### src/rtl/tmds_word_align_ctrl_pkg.sv
// Shared definitions for the TMDS word-alignment controller.
//   COM00..COM11        : the four 10-bit HDMI/DVI control tokens (raw, pre-decode)
//   TMDS_SLIP_POSITIONS : number of distinct bit-slip positions in a 10-bit word
//   AlignState_t        : alignment FSM states
//   is_ctrl_token()     : true when a raw word is one of the four control tokens
package tmds_word_align_ctrl_pkg;

  localparam logic [9:0] COM00 = 10'b1101010100;
  localparam logic [9:0] COM01 = 10'b0010101011;
  localparam logic [9:0] COM10 = 10'b0101010100;
  localparam logic [9:0] COM11 = 10'b1010101011;

  localparam int TMDS_SLIP_POSITIONS = 10;

  typedef enum logic [1:0] {
    SEARCH = 2'd0,
    SLIP   = 2'd1,
    SETTLE = 2'd2,
    LOCKED = 2'd3
  } AlignState_t;

  function automatic logic is_ctrl_token(input logic [9:0] word);
    return (word == COM00) || (word == COM01) || (word == COM10) || (word == COM11);
  endfunction

endpackage

### src/rtl/tmds_word_align_ctrl_run_counter.sv
// Control-token detector plus saturating consecutive-run counter.
//   clk      in   clock
//   rst      in   synchronous active-high reset
//   data_i   in   raw 10-bit TMDS word
//   clr      in   hold the run counter at zero
//   is_ctrl  out  combinational: data_i is a control token
//   run_cnt  out  consecutive tokens seen, saturating at LOCK_COUNT-1
module tmds_ctrl_run_counter
  import tmds_word_align_ctrl_pkg::*;
#(
  parameter int LOCK_COUNT = 64,
  parameter int RUN_W      = $clog2(LOCK_COUNT)
) (
  input  logic             clk,
  input  logic             rst,
  input  logic [9:0]       data_i,
  input  logic             clr,
  output logic             is_ctrl,
  output logic [RUN_W-1:0] run_cnt
);

  localparam logic [RUN_W-1:0] RUN_MAX = RUN_W'(LOCK_COUNT - 1);

  logic [RUN_W-1:0] run_cnt_q;
  logic [RUN_W-1:0] run_cnt_d;

  assign is_ctrl = is_ctrl_token(data_i);
  assign run_cnt = run_cnt_q;

  always_comb begin
    run_cnt_d = run_cnt_q;
    if (clr || !is_ctrl) begin
      run_cnt_d = '0;
    end else if (run_cnt_q != RUN_MAX) begin
      run_cnt_d = run_cnt_q + RUN_W'(1);
    end
  end

  always_ff @(posedge clk) begin
    if (rst) begin
      run_cnt_q <= '0;
    end else begin
      run_cnt_q <= run_cnt_d;
    end
  end

endmodule

### src/rtl/tmds_word_align_ctrl.sv
// Per-channel TMDS word-alignment controller.
// Hunts for a long run of consecutive control tokens (blanking interval); if none
// shows up within SEARCH_TIMEOUT cycles it pulses bitslip, waits SETTLE_CYCLES for
// the deserializer to realign, and searches again. Once aligned it holds lock until
// LOSS_TIMEOUT cycles pass without a single control token.
//   clk        in   pixel clock
//   rst        in   synchronous active-high reset
//   dataTx     in   raw 10-bit word from the deserializer
//   bitslip    out  one-cycle slip request
//   locked     out  word alignment established
//   slipCount  out  current slip position 0..9
//   alignFail  out  sticky: full sweep of all positions completed without lock
//
// state  | meaning
// SEARCH | counting consecutive tokens, timing out towards a slip
// SLIP   | single cycle with bitslip asserted
// SETTLE | input ignored while the deserializer realigns
// LOCKED | aligned; watching for prolonged absence of tokens
module tmds_word_align_ctrl
  import tmds_word_align_ctrl_pkg::*;
#(
  parameter int LOCK_COUNT     = 64,
  parameter int SEARCH_TIMEOUT = 4096,
  parameter int SETTLE_CYCLES  = 8,
  parameter int LOSS_TIMEOUT   = 65536
) (
  input  logic       clk,
  input  logic       rst,
  input  logic [9:0] dataTx,
  output logic       bitslip,
  output logic       locked,
  output logic [3:0] slipCount,
  output logic       alignFail
);

  localparam int RUN_W    = $clog2(LOCK_COUNT);
  localparam int TIMER_W  = (SEARCH_TIMEOUT > 1) ? $clog2(SEARCH_TIMEOUT) : 1;
  localparam int SETTLE_W = (SETTLE_CYCLES > 1) ? $clog2(SETTLE_CYCLES) : 1;
  localparam int LOSS_W   = (LOSS_TIMEOUT > 1) ? $clog2(LOSS_TIMEOUT) : 1;

  localparam logic [RUN_W-1:0]    RUN_LAST    = RUN_W'(LOCK_COUNT - 1);
  localparam logic [TIMER_W-1:0]  TIMER_LAST  = TIMER_W'(SEARCH_TIMEOUT - 1);
  localparam logic [SETTLE_W-1:0] SETTLE_LAST = SETTLE_W'(SETTLE_CYCLES - 1);
  localparam logic [LOSS_W-1:0]   LOSS_LAST   = LOSS_W'(LOSS_TIMEOUT - 1);
  localparam logic [3:0]          SLIP_LAST   = 4'(TMDS_SLIP_POSITIONS - 1);

  AlignState_t         state_q, state_d;
  logic [TIMER_W-1:0]  timer_q, timer_d;
  logic [SETTLE_W-1:0] settle_cnt_q, settle_cnt_d;
  logic [LOSS_W-1:0]   loss_cnt_q, loss_cnt_d;
  logic                bitslip_q, bitslip_d;
  logic                locked_q, locked_d;
  logic [3:0]          slip_count_q, slip_count_d;
  logic                align_fail_q, align_fail_d;

  logic             is_ctrl;
  logic [RUN_W-1:0] run_cnt;

  // The run counter only accumulates while searching, so every entry into
  // SEARCH starts from an empty run.
  tmds_ctrl_run_counter #(
    .LOCK_COUNT (LOCK_COUNT),
    .RUN_W      (RUN_W)
  ) u_run_counter (
    .clk     (clk),
    .rst     (rst),
    .data_i  (dataTx),
    .clr     (state_q != SEARCH),
    .is_ctrl (is_ctrl),
    .run_cnt (run_cnt)
  );

  always_comb begin
    state_d      = state_q;
    timer_d      = timer_q;
    settle_cnt_d = settle_cnt_q;
    loss_cnt_d   = loss_cnt_q;
    bitslip_d    = 1'b0;
    locked_d     = locked_q;
    slip_count_d = slip_count_q;
    align_fail_d = align_fail_q;

    case (state_q)
      SEARCH: begin
        // Lock takes priority over a simultaneous timeout.
        if (is_ctrl && run_cnt == RUN_LAST) begin
          state_d      = LOCKED;
          locked_d     = 1'b1;
          align_fail_d = 1'b0;
          loss_cnt_d   = '0;
          timer_d      = '0;
        end else if (timer_q == TIMER_LAST) begin
          state_d   = SLIP;
          bitslip_d = 1'b1;
          timer_d   = '0;
          if (slip_count_q == SLIP_LAST) begin
            slip_count_d = '0;
            align_fail_d = 1'b1;
          end else begin
            slip_count_d = slip_count_q + 4'd1;
          end
        end else begin
          timer_d = timer_q + TIMER_W'(1);
        end
      end

      SLIP: begin
        state_d      = SETTLE;
        settle_cnt_d = '0;
      end

      SETTLE: begin
        if (settle_cnt_q == SETTLE_LAST) begin
          state_d = SEARCH;
          timer_d = '0;
        end else begin
          settle_cnt_d = settle_cnt_q + SETTLE_W'(1);
        end
      end

      LOCKED: begin
        // A token on the final cycle still rescues the lock.
        if (is_ctrl) begin
          loss_cnt_d = '0;
        end else if (loss_cnt_q == LOSS_LAST) begin
          state_d    = SEARCH;
          locked_d   = 1'b0;
          loss_cnt_d = '0;
          timer_d    = '0;
        end else begin
          loss_cnt_d = loss_cnt_q + LOSS_W'(1);
        end
      end

      default: begin
        state_d = SEARCH;
      end
    endcase
  end

  always_ff @(posedge clk) begin
    if (rst) begin
      state_q      <= SEARCH;
      timer_q      <= '0;
      settle_cnt_q <= '0;
      loss_cnt_q   <= '0;
      bitslip_q    <= 1'b0;
      locked_q     <= 1'b0;
      slip_count_q <= '0;
      align_fail_q <= 1'b0;
    end else begin
      state_q      <= state_d;
      timer_q      <= timer_d;
      settle_cnt_q <= settle_cnt_d;
      loss_cnt_q   <= loss_cnt_d;
      bitslip_q    <= bitslip_d;
      locked_q     <= locked_d;
      slip_count_q <= slip_count_d;
      align_fail_q <= align_fail_d;
    end
  end

  assign bitslip   = bitslip_q;
  assign locked    = locked_q;
  assign slipCount = slip_count_q;
  assign alignFail = align_fail_q;

endmodule

### config.mk
export PLATFORM = sky130hd
export DESIGN_NAME = tmds_word_align_ctrl
export DESIGN_NICKNAME = d
export VERILOG_FILES = /design/src/rtl/tmds_word_align_ctrl_pkg.sv /design/src/rtl/tmds_word_align_ctrl_run_counter.sv /design/src/rtl/tmds_word_align_ctrl.sv
export SDC_FILE = /design/constraint.sdc
export NUM_CORES = 1
export LEC_CHECK = 0
export BUFFER_PORTS_ARGS = -buffer_cell sky130_fd_sc_hd__buf_2
export CORE_UTILIZATION = 64
export DETAILED_ROUTE_END_ITERATION = 10
export HOLD_SLACK_MARGIN = 0.08
export PLACE_DENSITY = 0.82
export REMOVE_ABC_BUFFERS = 1
export SLEW_MARGIN = 20
export SYNTH_ARGS = -nofsm -noshare
export SYNTH_HDL_FRONTEND = slang
export SYNTH_SLANG_ARGS = --single-unit
### constraint.sdc
create_clock -name clk -period 4.1 [get_ports clk]
set_input_delay 0.205 -clock clk [delete_from_list [all_inputs] [get_ports clk]]
set_output_delay 0.205 -clock clk [all_outputs]
set_load 0.01 [all_outputs]
==> impl_metrics.tcl <==
set metrics [dict create \
    drt_wl_total_um 4800 \
    final.period_utilization_pct 61.2 \
    worst_ir_drop_vdd_uv 262 \
    post_synth_instance_area_um2 2420 \
    p_seq_share_pct 59.3 \
    netlist_top_cells_area "sky130_fd_sc_hd__dfxtp_1, sky130_fd_sc_hd__nand2_1, sky130_fd_sc_hd__nor2_1" \
    post_drt_wl_per_cell_um 13.3 \
    count_of_flip_flops_with_a_built_in_enable_after_synthesis 0 \
    die-height_um 63.5 \
    insertion_delay_ns 0.30 \
    cts_tree "yes" \
    switching_share_pct 22.0 \
    cp-end-kind "flip-flop" \
    hold_buffers 0 \
    synthDominantAreaCellType "sky130_fd_sc_hd__dfxtp_1" \
    layout-area-overhead-vs-synth_pct 6.83 \
    htree_levels 2 \
    leakagePower_nw 0.963 \
    number_of_standard_cells_in_the_layout_taps_in_and_fillers_out 360 \
    max-cap-violations 0 \
    postSynthAreaPerCell_um2 8.03 \
    ctsLongestPathBuffers 2 \
    ys_warn_count 0 \
    placed_cell_area_um2 2480 \
    cts_root_buffer "sky130_fd_sc_hd__clkbuf_8" \
    total_via_count_after_detailed_routing 2179 \
    die-area_um2 4030 \
    grt_pass1_vias 1952 \
    clock-skew-final_ns 0.0101 \
    fin_tns_setup_ns 0 \
    finalHoldViolCount 0 \
    fin_crit_ns 2.51 \
    power.density_cell_area_nw_per_um2 295 \
    numClockSinks 46 \
    final_area_um2 2580 \
    cts_post_setup_buffers_inserted 0 \
    antenna_violations_before_repair 0 \
    finalWeightedCongestion 0.859 \
    share_comb_of_total_power_pct 3.2 \
    synth_seq_cells 46 \
    yosys.area.top_type_share_pct 38.1 \
    top_layer "met4" \
    rows 21 \
    grt_start_max_net_pins 22 \
    clock_transition_time_at_the_flip_flop_clock_pins_of_the_worst_setup_and_hold_paths_ns 0.09 \
    arrival_ns 2.68 \
    dpl.hpwl_um 3380 \
    finish.net_count 330 \
    report.power.total_w 0.000762 \
    achievable-frequency_mhz 398 \
    p_clk_share_pct 37.5 \
    grt_setup_unrepaired "false" \
    max_slew_margin_pct 35.3 \
    setup_viol_count_final 0 \
    amount_of_wire_on_met3_after_detailed_routing_um 210 \
    grt_pass1_wl_um 8550 \
    drt_via_density 6.05 \
    status "finished clean" \
    cts_buffers 5 \
    worst_min_path_class "in -> reg" \
    drc 0 \
    grt.overflow.total 0 \
    async_set_or_reset_flop_fraction_in_the_synthesized_netlist_pct 0 \
    syn-instance-count 301 \
    diodes 0 \
    ys_seq_area_share_pct 38.1 \
    worstPathRequired_ns 4.27 \
    netlist_top_cells_count "sky130_fd_sc_hd__dfxtp_1, sky130_fd_sc_hd__nand2_1, sky130_fd_sc_hd__nor2_1" \
    drive_above_1_share_pct 11.5 \
    cp_max_fo 5 \
    power_report.internal_total_w 0.000594 \
    dominantRegCellSynth "sky130_fd_sc_hd__dfxtp_1" \
    detailedRoute.firstIterationViolations 273 \
    number_of_nets_still_failing_antenna_checks_after_routing 0 \
    m1WireLength_um 2380 \
    tightest_slew_ns 0.957 \
    setup.worst_path.class "reg -> reg" \
    postLayoutSetupSlackWorst_ns 1.59 \
    die_x_um 63.5 \
    ctsResizeCount 0 \
    net_load_switching_power_w 0.000168 \
    start_util_pct 69.7 \
    port-buffer-count 17 \
    grt_usage_pct 26.3 \
    critPathLaunchType "flip-flop" \
    final-max-slew-violation-count 0 \
    placed_cells_incl_taps 352 \
    placement.setup.worst_slack_ns 1.66 \
    core_area_um2 3470 \
    firstDrtPassIters 4 \
    synth.distinct_cells 53 \
    post-synth-top-count-cell "sky130_fd_sc_hd__dfxtp_1" \
    routed-wl-met2_um 2140 \
    ioPinCount 19 \
]
-- area by class of cell --
| type | count | area, µm² |
|---|---|---|
| Sequential cell | 46 | 921 |
| Tap cell | 46 | 57.6 |
| Inverter | 10 | 37.5 |
| Clock inverter | 1 | 5.00 |
| Clock buffer | 7 | 86.3 |
| Multi-Input combinational cell | 233 | 1390 |
| Timing Repair Buffer | 17 | 85.1 |
| Fill cell | 288 | 886 |
-- layout by cell type (no fill, tap or decap), types with 6 or more instances in the layout --
| cell type | n |
|---|---|
| sky130_fd_sc_hd__dfxtp_1 | 46 |
| sky130_fd_sc_hd__nand2_1 | 36 |
| sky130_fd_sc_hd__nor2_1 | 29 |
| sky130_fd_sc_hd__nand3_1 | 19 |
| sky130_fd_sc_hd__o21ai_0 | 17 |
| sky130_fd_sc_hd__buf_2 | 17 |
| sky130_fd_sc_hd__nor3_1 | 15 |
| sky130_fd_sc_hd__a21oi_1 | 14 |
| sky130_fd_sc_hd__inv_1 | 10 |
| sky130_fd_sc_hd__nand4_1 | 10 |
| sky130_fd_sc_hd__and3_1 | 6 |
| sky130_fd_sc_hd__clkbuf_8 | 6 |
-- per-layer routing --
layer  vias up  track usage, %
li1       1117               -
met1      1007            35.8
met2        48            41.5
met3         7            3.99
met4         0            9.94
met5         -               0
-- cell families (layout without fill, tap and decap cells) --
kind of cell | after synthesis | in the layout | share of synthesized area, %
flops | 46 | 46 | 38.1
simple gates | 152 | 152 | 32.6
buf+inv | 22 | 35 | 4.92
mux | 4 | 4 | 1.66
xor+xnor | 9 | 9 | 3.26
compound gates | 63 | 63 | 16.9
fa+ha+maj | 5 | 5 | 2.59
-- per-stage QoR --
| step | util [%] | hold WS (ns) |
|---|---|---|
| 6_report | 74.5 | 0.302 |
| 5_1_grt | 74.5 | 0.312 |
| 4_1_cts | 74.1 | 0.295 |
| 3_5_place_dp | 71.5 | 0.468 |
| 2_1_floorplan | - | 0.274 |
| 3_3_place_gp | 71.5 | 0.454 |
-- power by group through the flow --
| stage | logic [W] | clock network (W) | registers [W] |
|---|---|---|---|
| 2_1_floorplan | 0.0000119 | 0 | 0.000461 |
| 3_3_place_gp | 0.0000233 | 0 | 0.000462 |
| 3_5_place_dp | 0.0000240 | 0 | 0.000462 |
| 4_1_cts | 0.0000239 | 0.000290 | 0.000452 |
| 5_1_grt | 0.0000276 | 0.000305 | 0.000453 |
| 6_report | 0.0000244 | 0.000286 | 0.000452 |
-- state kept, by name (all words and copies together), names as in the netlist --
signal	flops
bitslip	1
u_run_counter.run_cnt	6
loss_cnt_q	16
state_q	2
timer_q	12
settle_cnt_q	3
slipCount	4
locked	1
alignFail	1
-- critical path, stage by stage, from the launching register on --
cell,delay (ns)
sky130_fd_sc_hd__dfxtp_1,0.40
sky130_fd_sc_hd__ha_1,0.21
sky130_fd_sc_hd__nand3_1,0.16
sky130_fd_sc_hd__nor3_2,0.32
sky130_fd_sc_hd__nor4b_1,0.82
sky130_fd_sc_hd__nor4_1,0.10
sky130_fd_sc_hd__o31ai_1,0.25
sky130_fd_sc_hd__a21oi_1,0.11
-- worst paths after layout --
check                 start        endpoint  slack, ns  cells after the start
max              timer_q[1]      timer_q[9]       1.59                      7
min                     rst         bitslip       0.30                      2
max reg2reg      timer_q[1]      timer_q[9]       1.59                      7
min reg2reg  loss_cnt_q[11]  loss_cnt_q[11]       0.48                      2
(Power assumes the default switching activity.)
